<file path="src/rtl/can_pkg.sv">
// Shared widths, state encoding and frame payload type for the CAN transmit path.
package can_pkg;

  localparam int unsigned CAN_ID_W       = 11;
  localparam int unsigned CAN_DLC_W      = 4;
  localparam int unsigned CAN_DATA_W     = 64;
  localparam int unsigned CAN_IDLE_BITS  = 11;
  localparam int unsigned CAN_IDLE_CNT_W = 4;
  localparam int unsigned CAN_RETRY_W    = 8;

  typedef enum logic [1:0] {
    ST_IDLE = 2'd0,
    ST_PICK = 2'd1,
    ST_WAIT = 2'd2
  } sched_state_t;

  typedef struct packed {
    logic [CAN_ID_W-1:0]   id;
    logic [CAN_DLC_W-1:0]  dlc;
    logic [CAN_DATA_W-1:0] data;
  } can_frame_t;

  // Index width for n mailboxes, never below one bit.
  function automatic int unsigned sel_width(input int unsigned n);
    return (n > 1) ? $clog2(n) : 1;
  endfunction

endpackage

</file>
<file path="src/rtl/can_prio_pick.sv">
// Combinational CAN-priority picker: lowest ID among pending entries, ties to lowest index.
module can_prio_pick
  import can_pkg::*;
#(
  parameter int unsigned NMB   = 4,
  parameter int unsigned SEL_W = 2
) (
  input  logic [NMB-1:0]          pending,
  input  logic [NMB*CAN_ID_W-1:0] ids,
  output logic [SEL_W-1:0]        sel,
  output logic                    any_valid
);

  logic [CAN_ID_W-1:0] best_id;
  logic [CAN_ID_W-1:0] cur_id;

  // Strict less-than keeps the earlier (lower) index on equal IDs.
  always_comb begin
    best_id   = '1;
    cur_id    = '0;
    sel       = '0;
    any_valid = 1'b0;
    for (int i = 0; i < NMB; i++) begin
      cur_id = ids[i*CAN_ID_W +: CAN_ID_W];
      if (pending[i] && (!any_valid || (cur_id < best_id))) begin
        any_valid = 1'b1;
        best_id   = cur_id;
        sel       = SEL_W'(i);
      end
    end
  end

endmodule

</file>
<file path="src/rtl/can_tx_scheduler.sv">
// Transmit scheduler: arbitrates mailboxes by ID, waits for bus idle, drives the frame engine.
module can_tx_scheduler
  import can_pkg::*;
#(
  parameter int unsigned NMB       = 4,
  parameter int unsigned RETRY_MAX = 8,
  parameter int unsigned IDLE_BITS = CAN_IDLE_BITS
) (
  input  logic                      clk,
  input  logic                      rstn,
  input  logic                      bit_req,
  input  logic                      bit_rbit,
  input  logic [NMB-1:0]            mb_valid,
  input  logic [NMB-1:0]            mb_abort,
  input  logic [NMB*CAN_ID_W-1:0]   mb_id,
  input  logic [NMB*CAN_DLC_W-1:0]  mb_dlc,
  input  logic [NMB*CAN_DATA_W-1:0] mb_data,
  output logic [NMB-1:0]            mb_done,
  output logic [NMB-1:0]            mb_fail,
  output logic                      eng_start,
  output logic [CAN_ID_W-1:0]       eng_id,
  output logic [CAN_DLC_W-1:0]      eng_dlc,
  output logic [CAN_DATA_W-1:0]     eng_data,
  input  logic                      eng_done,
  input  logic                      eng_ok,
  input  logic                      eng_arb_lost,
  input  logic                      eng_err,
  output logic                      busy
);

  localparam int unsigned SEL_W = sel_width(NMB);

  sched_state_t              state;
  logic [SEL_W-1:0]          sel;
  logic [NMB-1:0]            sel_oh;
  logic [NMB-1:0]            valid_q;
  logic                      armed;
  logic [NMB-1:0]            rise;
  logic [NMB-1:0]            pending;
  logic [NMB-1:0]            pending_n;
  logic [NMB-1:0]            inflight;
  logic [NMB-1:0]            pick_mask;
  logic [NMB-1:0]            done_n;
  logic [NMB-1:0]            fail_n;
  logic [CAN_RETRY_W-1:0]    retry   [NMB];
  logic [CAN_RETRY_W-1:0]    retry_n [NMB];
  logic [CAN_RETRY_W-1:0]    retry_sel;
  logic [CAN_RETRY_W-1:0]    retry_inc;
  logic [CAN_IDLE_CNT_W-1:0] idle_cnt;
  logic                      bus_idle;
  logic                      abort_latch;
  logic                      abort_sel;
  logic [SEL_W-1:0]          pick_sel;
  logic                      pick_any;
  can_frame_t                pick_frame;
  can_frame_t                frame_q;

  assign eng_id    = frame_q.id;
  assign eng_dlc   = frame_q.dlc;
  assign eng_data  = frame_q.data;
  assign bus_idle  = (idle_cnt >= CAN_IDLE_CNT_W'(IDLE_BITS));
  assign rise      = mb_valid & ~valid_q & {NMB{armed}};
  assign inflight  = (state == ST_WAIT) ? sel_oh : '0;
  assign pick_mask = pending & ~mb_abort;
  assign abort_sel = |(mb_abort & sel_oh);
  assign retry_inc = retry_sel + CAN_RETRY_W'(1);

  // Decode the in-flight index and fetch its retry count.
  always_comb begin
    sel_oh    = '0;
    retry_sel = '0;
    for (int i = 0; i < NMB; i++) begin
      if (sel == SEL_W'(i)) begin
        sel_oh[i] = 1'b1;
        retry_sel = retry[i];
      end
    end
  end

  can_prio_pick #(
    .NMB   (NMB),
    .SEL_W (SEL_W)
  ) u_pick (
    .pending   (pick_mask),
    .ids       (mb_id),
    .sel       (pick_sel),
    .any_valid (pick_any)
  );

  // Gather the winning mailbox's fields for latching in PICK.
  always_comb begin
    pick_frame = '0;
    for (int i = 0; i < NMB; i++) begin
      if (pick_sel == SEL_W'(i)) begin
        pick_frame.id   = mb_id[i*CAN_ID_W +: CAN_ID_W];
        pick_frame.dlc  = mb_dlc[i*CAN_DLC_W +: CAN_DLC_W];
        pick_frame.data = mb_data[i*CAN_DATA_W +: CAN_DATA_W];
      end
    end
  end

  // Mailbox bookkeeping: new requests, idle aborts and completion outcome.
  always_comb begin
    pending_n = pending | rise;
    retry_n   = retry;
    done_n    = '0;
    fail_n    = '0;
    for (int i = 0; i < NMB; i++) begin
      if (mb_abort[i] && !inflight[i]) begin
        fail_n[i]    = pending[i];
        pending_n[i] = 1'b0;
      end
    end
    if ((state == ST_WAIT) && eng_done) begin
      for (int i = 0; i < NMB; i++) begin
        if (sel_oh[i]) begin
          if (eng_ok) begin
            done_n[i]    = 1'b1;
            pending_n[i] = 1'b0;
            retry_n[i]   = '0;
          end else if (abort_latch || mb_abort[i]) begin
            fail_n[i]    = 1'b1;
            pending_n[i] = 1'b0;
            retry_n[i]   = '0;
          end else if (eng_err || !eng_arb_lost) begin
            if ((RETRY_MAX != 0) && (retry_inc == CAN_RETRY_W'(RETRY_MAX))) begin
              fail_n[i]    = 1'b1;
              pending_n[i] = 1'b0;
              retry_n[i]   = '0;
            end else begin
              retry_n[i] = retry_inc;
            end
          end
        end
      end
    end
  end

  // Mailbox state registers; armed masks the first post-reset cycle so held valids are not new requests.
  always_ff @(posedge clk or negedge rstn) begin
    if (!rstn) begin
      valid_q <= '0;
      armed   <= 1'b0;
      pending <= '0;
      mb_done <= '0;
      mb_fail <= '0;
      for (int i = 0; i < NMB; i++) begin
        retry[i] <= '0;
      end
    end else begin
      valid_q <= mb_valid;
      armed   <= 1'b1;
      pending <= pending_n;
      mb_done <= done_n;
      mb_fail <= fail_n;
      retry   <= retry_n;
    end
  end

  // Bus idle detector: saturating count of consecutive recessive bits.
  always_ff @(posedge clk or negedge rstn) begin
    if (!rstn) begin
      idle_cnt <= '0;
    end else if (eng_done) begin
      idle_cnt <= '0;
    end else if (bit_req) begin
      if (!bit_rbit) begin
        idle_cnt <= '0;
      end else if (idle_cnt < CAN_IDLE_CNT_W'(IDLE_BITS)) begin
        idle_cnt <= idle_cnt + CAN_IDLE_CNT_W'(1);
      end
    end
  end

  // Scheduler FSM with registered engine handshake.
  always_ff @(posedge clk or negedge rstn) begin
    if (!rstn) begin
      state       <= ST_IDLE;
      sel         <= '0;
      frame_q     <= '0;
      eng_start   <= 1'b0;
      busy        <= 1'b0;
      abort_latch <= 1'b0;
    end else begin
      eng_start <= 1'b0;
      case (state)
        ST_IDLE: begin
          if ((|pending) && bus_idle) begin
            state <= ST_PICK;
          end
        end
        ST_PICK: begin
          if (pick_any) begin
            sel         <= pick_sel;
            frame_q     <= pick_frame;
            eng_start   <= 1'b1;
            busy        <= 1'b1;
            abort_latch <= 1'b0;
            state       <= ST_WAIT;
          end else begin
            state <= ST_IDLE;
          end
        end
        ST_WAIT: begin
          if (eng_done) begin
            busy        <= 1'b0;
            abort_latch <= 1'b0;
            state       <= ST_IDLE;
          end else if (abort_sel) begin
            abort_latch <= 1'b1;
          end
        end
        default: begin
          state <= ST_IDLE;
        end
      endcase
    end
  end

endmodule
</file>
<file path="config.mk">
export PLATFORM = sky130hd
export DESIGN_NAME = can_tx_scheduler
export DESIGN_NICKNAME = d
export VERILOG_FILES = /design/src/rtl/can_pkg.sv /design/src/rtl/can_prio_pick.sv /design/src/rtl/can_tx_scheduler.sv
export SDC_FILE = /design/constraint.sdc
export NUM_CORES = 1
export LEC_CHECK = 0
export ABC_AREA = 1
export BUFFER_PORTS_ARGS = -buffer_cell sky130_fd_sc_hd__buf_2
export CORE_AREA = 2 2 165 167
export DETAILED_ROUTE_END_ITERATION = 10
export DIE_AREA = 0 0 167 169
export MAX_ROUTING_LAYER = met4
export PLACE_DENSITY = 0.68
export SYNTH_ARGS = -nofsm -noshare
export SYNTH_HDL_FRONTEND = slang
export SYNTH_SLANG_ARGS = --single-unit
export TNS_END_PERCENT = 100
</file>
<file path="constraint.sdc">
create_clock -name clk -period 9.2 [get_ports clk]
set_input_delay 0.92 -clock clk [delete_from_list [all_inputs] [get_ports clk]]
set_output_delay 0.92 -clock clk [all_outputs]
set_load 0.01 [all_outputs]
</file>
==> results.md <==
* Final setup viols at 0
* CP dominant cell by count: nand2_1
* Post-synth EDFFs at 0
* Met1 Track Usage GR at 35.2%
* Root buf cell: clkbuf_16
* Post-synth top area cell: dfrtp_1
* Fin Setup TNS at 0 ns
* Crit path arrival time at 7.99 ns
* Vias at 11100
* Number of synthesized register bits at 139
* Dpl ws at 1.23 ns
* Placed insts at 2040
* Commonest non-fill, non-tap cell in the layout: buf_2
* Asr flop ratio synth at 100%
* Core area at 26500 um2
* Mean Syn Cell Area at 6.93 um2
* Synth top area cells: dfrtp_1, nand3_1, nor2_1, nand2_1, nand4_1
* Relative slew slack at 26.0%
* Die ar. at 28200 um2
* CTS tree: yes
* Top cell type's share of synthesized area at 37.0%
* Vias per Instance at 5.36
* Synth Warn # at 0
* Hold Fails Final Rpt at 0
* Global Route Usage Sum at 26.9%
* Hold_buf cts at 0
* Final Skew at 0.0115 ns
* Final ANT Viol Nets at 0
* 1st-iter DRT viols at 1009
* Post-synth cell types at 43
* Detailed Routing Iterations Pass 1 at 5
* Outcome: complete, no violations
* RePlAce Congestion at 0.944
* Post-route clock period utilization at 83.1%
* Htree depth at 4
* Max-capacitance violation count at 0
* Max Root-Sink Buffers at 2
* Worst r2r src: pending[0]
* Area grow syn2layout at 29.2%
* Crit Path Category: in2reg
* HP Class: reg2reg
* Drt total wl at 38600 um
* Pwr/cell area at 137 nW/um2
* Syn Std Cell Area at 9410 um2
* Achievable Freq at 0.131 GHz
* Routed wire length per instance at 18.6 um
* Latest clock arrival within the worst-skew pair at 0.43 ns
* Largest net degree at the start of global routing at 153
* Met3 GRT Util at 4.04%
* Cell count after synthesis at 1359
* Final Non-Filler Cells at 2080
* Crit end category: flip-flop
* LEAKAGE at 6.36 nW
* Grt total ovfl at 0
* Sum of net half-perimeters after detailed placement at 28600 um
* # rows at 60
* Vias in the first global route at 10300
* Peak VDD IR at 90.8 uV
* M2 GR Usage at 42.9%
* CP required at 9.55 ns
* Post-CTS Setup Inserts at 0
* Critical path's largest stage delay at 0.60 ns
* Synth Flop Type: dfrtp_1
* Commonest non-fill, non-tap cells in the layout: buf_2, nor2_1, nand3_1
* # IOs at 421
* Crit path from: mb_abort[0]
* FF+latch area at 3480 um2
* CTS clock-pin slew for the worst setup and hold paths at 0.08 ns
* Hold Crit Start: state[1]
* Synthesized net count at 1722
* RSZ-0062 raised after global routing: no
* Final Net Count at 2081
* Cts repair resizes at 0
* Number of antenna violations at the first check in global routing at 8
* Multi-input logic area at 5100 um2
* Initial Util at 35.5%
* CTS Sinks at 139
* Gr busiest metal: met2
* Pwr Total at 1.67 mW
* Die height at 169 um
* Inserted Clock Buffers at 17
* Worst setup margin at 1.56 ns
* Worst path slowest cell: inv_2
* Worst-path fanout max at 152
* First-pass GRT wire length at 57700 um
* Die X-Extent at 167 um
* Worst Tran Pin Value at 1.10 ns
* DRC viols at 0
* Pins Over Slew Limit at 0
* Clock period minus worst slack at 7.64 ns
* Critical Path Start Type: input port
* Fillers at 2810
* Sequential element share of the synthesized area at 37.0%
* IO Port Bufs at 420
* Fraction of layout cells with a size suffix above 1 at 27.5%
## area by class of cell
cell class | instances | share of cell area (%)
antenna | 8 | 0.165
inverter | 88 | 2.74
clock inverter | 15 | 1.65
tap | 341 | 3.51
timing repair buffer | 430 | 17.9
multi-input combinational | 1042 | 41.9
clock buffer | 17 | 3.50
sequential | 139 | 28.6
## report_power, final
group | switching [mW] | total [mW] | internal [mW]
Clock | 0.330 | 0.724 | 0.394
Sequential | 0.0127 | 0.648 | 0.635
Combinational | 0.176 | 0.295 | 0.119
Total | 0.518 | 1.67 | 1.15
## critical path: cells and delay by family
kind                       cells  cell delay [ns]
and+or+nand+nor               23             3.11
buffers and inverters          8             1.56
adders and majority gates      3             0.90
AOI/OAI and AO/OA              6             1.39
## synthesized netlist by cell type, types with 2 or more instances
master,instances
nor2_2,2
nand2_1,249
a2111oi_0,2
nand2_2,4
o221ai_1,3
ha_1,31
dfrtp_1,139
inv_2,5
nor2_1,272
nand3_1,258
buf_2,20
buf_8,7
inv_1,82
a211oi_1,2
clkbuf_1,45
nor3b_1,2
a31oi_1,5
o21ai_0,41
a21o_1,2
a22o_1,2
nand4_1,82
nor4_1,2
o21bai_1,2
buf_4,2
o21ai_1,5
buf_6,11
xor2_1,3
o22ai_1,38
a221oi_1,4
buf_1,5
a21oi_1,20
## flip-flops by register name, summed over array words and instances, names as in the netlist, 4 cells and up
signal    cells
idle_cnt      4
eng_data     64
mb_fail       4
eng_dlc       4
pending       4
eng_id       11
retry        32
valid_q       4
mb_done       4
## logic make-up after synthesis
family                     synth area share [%]
AOI/OAI and AO/OA                          8.23
xor gates and xnor gates                  0.372
adders and majority gates                  4.12
buffers and inverters                      9.16
DFF                                        37.0
other                                    0.0398
and+or+nand+nor                            41.1
## metrics by stage
stage | utilization [%] | cell area, um2 | hold slack, ns
after floorplan | - | 9410 | 0.412
after global placement | 43.5 | 11500 | 0.431
after detailed placement | 43.5 | 11500 | 0.431
after CTS | 45.8 | 12100 | 0.441
after global routing | 45.9 | 12200 | 0.466
final | 45.9 | 12200 | 0.436
## worst paths after layout
| check | end | slack [ns] | cells after the start |
|---|---|---|---|
| setup / recovery | eng_data[54] | 1.56 | 40 |
| hold / removal | state[0] | 0.44 | 1 |
| setup reg to reg | eng_data[54] | 1.77 | 38 |
| hold reg to reg | state[0] | 0.44 | 1 |
| max in group asynchronous | eng_data[16] | 7.28 | 2 |
| min in group asynchronous | pending[2] | 0.50 | 1 |
## routing by layer
layer | vias to the layer above | routed length, um | part of all wire [%]
li1 | 5331 | - | -
met1 | 5219 | 16200 | 42
met2 | 541 | 18500 | 48
met3 | 54 | 2960 | 7.7
met4 | 0 | 1020 | 2.6
met5 | - | 0 | 0
Power figures use the tool's default switching activity.
